[config.mk]
export PLATFORM = sky130hd
export DESIGN_NAME = spu_fetch_ibuf
export DESIGN_NICKNAME = d
export VERILOG_FILES = /design/src/rtl/spu_fetch_ibuf.sv
export SDC_FILE = /design/constraint.sdc
export NUM_CORES = 2
export LEC_CHECK = 0
export CELL_PAD_IN_SITES_DETAIL_PLACEMENT = 1
export CELL_PAD_IN_SITES_GLOBAL_PLACEMENT = 1
export CORE_AREA = 2 2 465 467
export DETAILED_ROUTE_END_ITERATION = 12
export DIE_AREA = 0 0 467 469
export MAX_ROUTING_LAYER = met4
export PLACE_DENSITY_LB_ADDON = 0.1
export SLEW_MARGIN = 40
export SYNTH_ARGS = -nofsm -noshare
export SYNTH_HDL_FRONTEND = slang
export SYNTH_SLANG_ARGS = --single-unit
[constraint.sdc]
create_clock -name clk -period 2.8 [get_ports clk]
set_input_delay 0.56 -clock clk [delete_from_list [all_inputs] [get_ports clk]]
set_output_delay 0.56 -clock clk [all_outputs]
set_load 0.01 [all_outputs]
[src/rtl/spu_fetch_ibuf.sv]
// Instruction line buffer and pair issuer between the local-store line port and decode.
//
// state | meaning
// IDLE  | after reset; moves straight to REQ
// REQ   | issues a line request for fpc's line on the next edge
// WAIT  | one request outstanding; waiting for line_valid
// RUN   | line buffered; issuing one instruction pair per cycle

module spu_fetch_ibuf #(
   parameter int unsigned       LINE_WD  = 1024,
   parameter int unsigned       INS_WD   = 32,
   parameter int unsigned       PC_WD    = 32,
   parameter logic [PC_WD-1:0]  RESET_PC = '0,
   parameter logic [INS_WD-1:0] NOP_INS  = 32'h4020_0000
) (
   input  logic               clk,
   input  logic               rst,
   input  logic [LINE_WD-1:0] cache_line,
   input  logic               line_valid,
   output logic               line_req,
   output logic [PC_WD-1:0]   line_addr,
   input  logic               dec_stall,
   input  logic               branch_taken,
   input  logic [PC_WD-1:0]   branch_pc,
   output logic [INS_WD-1:0]  eins1,
   output logic [INS_WD-1:0]  eins2,
   output logic               ins_valid,
   output logic [PC_WD-1:0]   pc_out
);

   localparam int unsigned N_WORDS = LINE_WD / INS_WD;
   localparam int unsigned OFF_WD  = $clog2(LINE_WD / 8);
   localparam int unsigned IDX_WD  = $clog2(N_WORDS);
   localparam int unsigned TAG_WD  = PC_WD - OFF_WD;

   typedef enum logic [1:0] {S_IDLE, S_REQ, S_WAIT, S_RUN} state_t;

   state_t               r_state;
   logic [PC_WD-1:0]     r_fpc;
   logic [TAG_WD-1:0]    r_tag;
   logic                 r_tag_valid;
   logic                 r_drop;
   logic [LINE_WD-1:0]   r_line;
   logic [INS_WD-1:0]    r_eins1;
   logic [INS_WD-1:0]    r_eins2;
   logic                 r_ins_valid;
   logic [PC_WD-1:0]     r_pc_out;
   logic                 r_line_req;
   logic [PC_WD-1:0]     r_line_addr;

   logic [INS_WD-1:0]    w_words [N_WORDS];
   logic [IDX_WD-1:0]    w_idx;
   logic [IDX_WD-1:0]    w_even_idx;
   logic [IDX_WD-1:0]    w_odd_idx;
   logic [PC_WD-1:0]     w_fpc_seq;
   logic [PC_WD-1:0]     w_br_pc;
   logic [PC_WD-1:0]     w_line_base;
   logic                 w_seq_in_line;
   logic                 w_br_in_line;

   for (genvar g = 0; g < N_WORDS; g++) begin : g_words
      assign w_words[g] = r_line[g*INS_WD +: INS_WD];
   end

   assign w_idx         = r_fpc[OFF_WD-1:2];
   assign w_even_idx    = {w_idx[IDX_WD-1:1], 1'b0};
   assign w_odd_idx     = {w_idx[IDX_WD-1:1], 1'b1};
   assign w_fpc_seq     = (r_fpc & ~PC_WD'(7)) + PC_WD'(8);
   assign w_br_pc       = branch_pc & ~PC_WD'(3);
   assign w_line_base   = {r_fpc[PC_WD-1:OFF_WD], {OFF_WD{1'b0}}};
   assign w_seq_in_line = (w_fpc_seq[PC_WD-1:OFF_WD] == r_tag);
   assign w_br_in_line  = r_tag_valid && (w_br_pc[PC_WD-1:OFF_WD] == r_tag);

   always_ff @(posedge clk or negedge rst) begin
      if (!rst) begin
         r_state     <= S_IDLE;
         r_fpc       <= RESET_PC;
         r_tag       <= '0;
         r_tag_valid <= 1'b0;
         r_drop      <= 1'b0;
         r_line      <= '0;
         r_eins1     <= '0;
         r_eins2     <= '0;
         r_ins_valid <= 1'b0;
         r_pc_out    <= '0;
         r_line_req  <= 1'b0;
         r_line_addr <= '0;
      end else begin
         r_line_req <= 1'b0;
         if (branch_taken) begin
            r_fpc       <= w_br_pc;
            r_ins_valid <= 1'b0;
            unique case (r_state)
               S_RUN:   r_state <= w_br_in_line ? S_RUN : S_REQ;
               S_WAIT: begin
                  // a line landing in the same cycle is the stale one: drop it now
                  if (line_valid) begin
                     r_drop  <= 1'b0;
                     r_state <= S_REQ;
                  end else begin
                     r_drop  <= 1'b1;
                  end
               end
               default: r_state <= S_REQ;
            endcase
         end else begin
            if (!dec_stall) r_ins_valid <= 1'b0;
            unique case (r_state)
               S_IDLE: r_state <= S_REQ;
               S_REQ: begin
                  r_line_req  <= 1'b1;
                  r_line_addr <= w_line_base;
                  r_state     <= S_WAIT;
               end
               S_WAIT: begin
                  if (line_valid) begin
                     if (r_drop) begin
                        r_drop  <= 1'b0;
                        r_state <= S_REQ;
                     end else begin
                        r_line      <= cache_line;
                        r_tag       <= r_line_addr[PC_WD-1:OFF_WD];
                        r_tag_valid <= 1'b1;
                        r_state     <= S_RUN;
                     end
                  end
               end
               S_RUN: begin
                  if (!dec_stall) begin
                     r_eins1     <= w_idx[0] ? NOP_INS : w_words[w_even_idx];
                     r_eins2     <= w_words[w_odd_idx];
                     r_pc_out    <= r_fpc;
                     r_ins_valid <= 1'b1;
                     r_fpc       <= w_fpc_seq;
                     if (!w_seq_in_line) r_state <= S_REQ;
                  end
               end
               default: r_state <= S_IDLE;
            endcase
         end
      end
   end

   assign line_req  = r_line_req;
   assign line_addr = r_line_addr;
   assign eins1     = r_eins1;
   assign eins2     = r_eins2;
   assign ins_valid = r_ins_valid;
   assign pc_out    = r_pc_out;

endmodule

==> out/results.ini <==
[floorplanning]
io_pins=1191
die_area_mm2=0.219
dieWidth_um=467
rows=170
core_mm2=0.214
die_y_um=469
start_util_pct=25.1

[drt]
first_pass_iters=5
wl_um=228000
final_antenna_net_count=0
wl_per_cell_um=29.3
viasPerCell=4.58
vias=35686
drc=0
drtIter0Drc=1542

[synth]
ys_types=61
syn_area_per_cell_um2=15.7
synth_top_area_cell=dfrtp_1
synth_area_leaders=dfrtp_1 56%, mux2_2 23%, mux4_2 13%, nand2_1 1.4%, clkbuf_1 1.2%
synthTopCellsByCount=1,204 x dfrtp_1, 1,079 x mux2_2, 311 x mux4_2, 203 x nand2_1, 172 x clkbuf_1
yosysTopAreaCellShare_pct=56.2
synth_edf_count=0
ys_ff_latch=1204
yosysWarnings=0
synth_most_common_cell=dfrtp_1
netlist_area_mm2=0.0536
postSynthCellCount=3405
async_flop_share_pct=100
ys.flop_type=dfrtp_1
yosysSeqAreaShare_pct=56.2

[timing]
slew_violations=0
tightest_slew_ns=0.744
fin_ws_ns=0.124
skew_ns=0.0522
max-slew-margin-rel_pct=50.4
finalHoldViolCount=0
max_freq_mhz=374
timing.final.crit_share_pct=95.6
period_minus_slack_ns=2.68
finalSetupViolCount=0

[global_route]
antenna_found_initial=219
grt_pass1_vias=39384
grt_max_degree=84
grt-ovfl-total=0
grt_use_total_pct=21.3
grt_pass1_wl_um=317000

[setup_path]
crit_family=simple AND/OR/NAND/NOR gates
timing.critical_path.mode_cell=buf_12
crit_fanout=6
worstPathRequired_ns=3.48
crit_slowest_cell=or4_4
critPathMaxStageDelay_ns=0.54
r2r_start=r_fpc[3]
r2r_cells=11
critPathLaunchType=flip-flop
path_depth=11
critPathKind=flip-flop to flip-flop
end_kind=flip-flop
worstPathArrival_ns=3.36
regToRegSetupSlack_ns=0.12
crit_end=r_state[1]
crit_chain=ha_2 > nand3_2 > buf_12 > buf_12 > nor3_1 > a21o_1 > o2111ai_1 > or4_4 > nor4_4 > a31oi_2 > mux2i_1
critPathLaunch=r_fpc[3]
r2r-end=r_state[1]
cp_num_buf_inv=2

[clock_network]
numCtsBuffers=153
clkLatencyLatePin_ns=0.83
cts_max_path_buffers=3
tritoncts=built
clock_sinks=1204
root_buffer=clkbuf_16
clk_pin_slew_ns=0.06
ctsHtreeMaxLevel=4

[placement]
gp_congestion=0.815
numPortBuffers=1179
place_area_mm2=0.0704
dp_hpwl_um=177000
pre_cts_ws_ns=-0.0436

[run]
drv_cap=0

[power]
p_leak_nw=32.6
power.total_mw=63.8
ir_drop_uv=623
cellPowerDensity_mw_per_mm2=841

[status]
outcome=complete, no violations

[worst_hold_path]
holdCritPathClass=primary input to flip-flop

[final_layout]
drive_gt1_share_pct=38.4
stdcell_area_mm2=0.0759
nNetsFinal=5759
syn_to_final_growth_pct=41.5

==> worst min-delay path by stage <==
stage,slack [ns],endpoint,startpoint,depth (start not counted)
after floorplan,0.26,eins1[0],rst,0
after global placement,0.46,r_tag_valid,r_tag_valid,1
after detailed placement,0.46,r_tag_valid,r_tag_valid,1
after CTS,0.13,r_fpc[11],branch_taken,3
after global routing,0.19,r_fpc[10],branch_taken,3
final,0.23,r_fpc[11],branch_taken,3
==> through the flow <==
step	setup TNS [ns]	util, %	cells	hold WS (ns)
CTS	0	35.3	7646	0.134
finish	0	35.5	7797	0.233
detailed placement	-0.182	32.9	7375	0.460
global route	-0.000673	35.5	7787	0.193
global placement	-0.118	32.9	7375	0.460
floorplan	0	-	3413	0.264
==> final cells by class <==
class | count | area (µm²)
Tap cell | 2838 | 3550
Inverter | 12 | 45.0
Fill cell | 22058 | 138000
Sequential cell | 1204 | 30100
Timing Repair Buffer | 1379 | 14200
Antenna cell | 150 | 375
Multi-Input combinational cell | 1944 | 22600
Clock inverter | 40 | 526
Clock buffer | 230 | 4440
==> sequential cells by signal, indices dropped and copies added, names as in the netlist <==
name         cells
line_req         1
line_addr       25
r_drop           1
eins1           32
r_line        1024
r_tag           25
eins2           32
r_state          2
r_fpc           30
ins_valid        1
pc_out          30
r_tag_valid      1
==> cell usage in the layout, fill, tap and decap left out, types with 15 or more instances in the layout <==
cell type	n
clkbuf_16	153
buf_4	125
buf_12	73
diode_2	150
dfrtp_1	1198
xnor2_1	49
nor3_1	20
clkbuf_8	32
mux2_2	1079
nand3_1	15
a22o_1	30
clkinv_2	19
nand2_1	202
o21ai_0	46
xor2_1	25
clkdlybuf4s50_1	1177
mux4_2	311
nor2_1	15
nand4_1	18
clkbuf_1	45
==> report_power, final <==
part | internal (mW) | total [mW] | switching, mW
sequential | 23.0 | 26.6 | 3.56
combinational | 10.7 | 17.5 | 6.73
clock | 11.4 | 19.8 | 8.37
total | 45.2 | 63.8 | 18.7
==> per-layer routing <==
metal | GRT usage (%) | share of wire [%] | vias to the layer above
li1 | - | - | 15427
met1 | 23.3 | 38 | 18780
met2 | 36.3 | 51 | 1117
met3 | 7.73 | 8.2 | 362
met4 | 5.54 | 2.4 | 0
met5 | - | 0 | -
==> cell families after synthesis <==
group	count (synthesis)	synth area share (%)
mux	1404	36.0
flops	1204	56.2
simple gates	332	2.89
buf+inv	265	2.03
compound gates	119	1.54
xor+xnor	76	1.27
fa+ha+maj	4	0.0933
other cells	1	0.00699
==> what timing repair did <==
item                                    in CTS  in global routing
pin swaps                                    2                  8
resized for setup                            4                 15
hold endpoints to repair                    40                  0
endpoints found under the setup margin       2                  6
buffers inserted                             0                  2
hold buffers                                 1                  0
==> worst min-delay path: stages <==
cell and delay [ns]:
buf_2 0.17, buf_4 0.17, o21ai_0 0.08
Note: power is estimated with default switching activity, not from simulation.
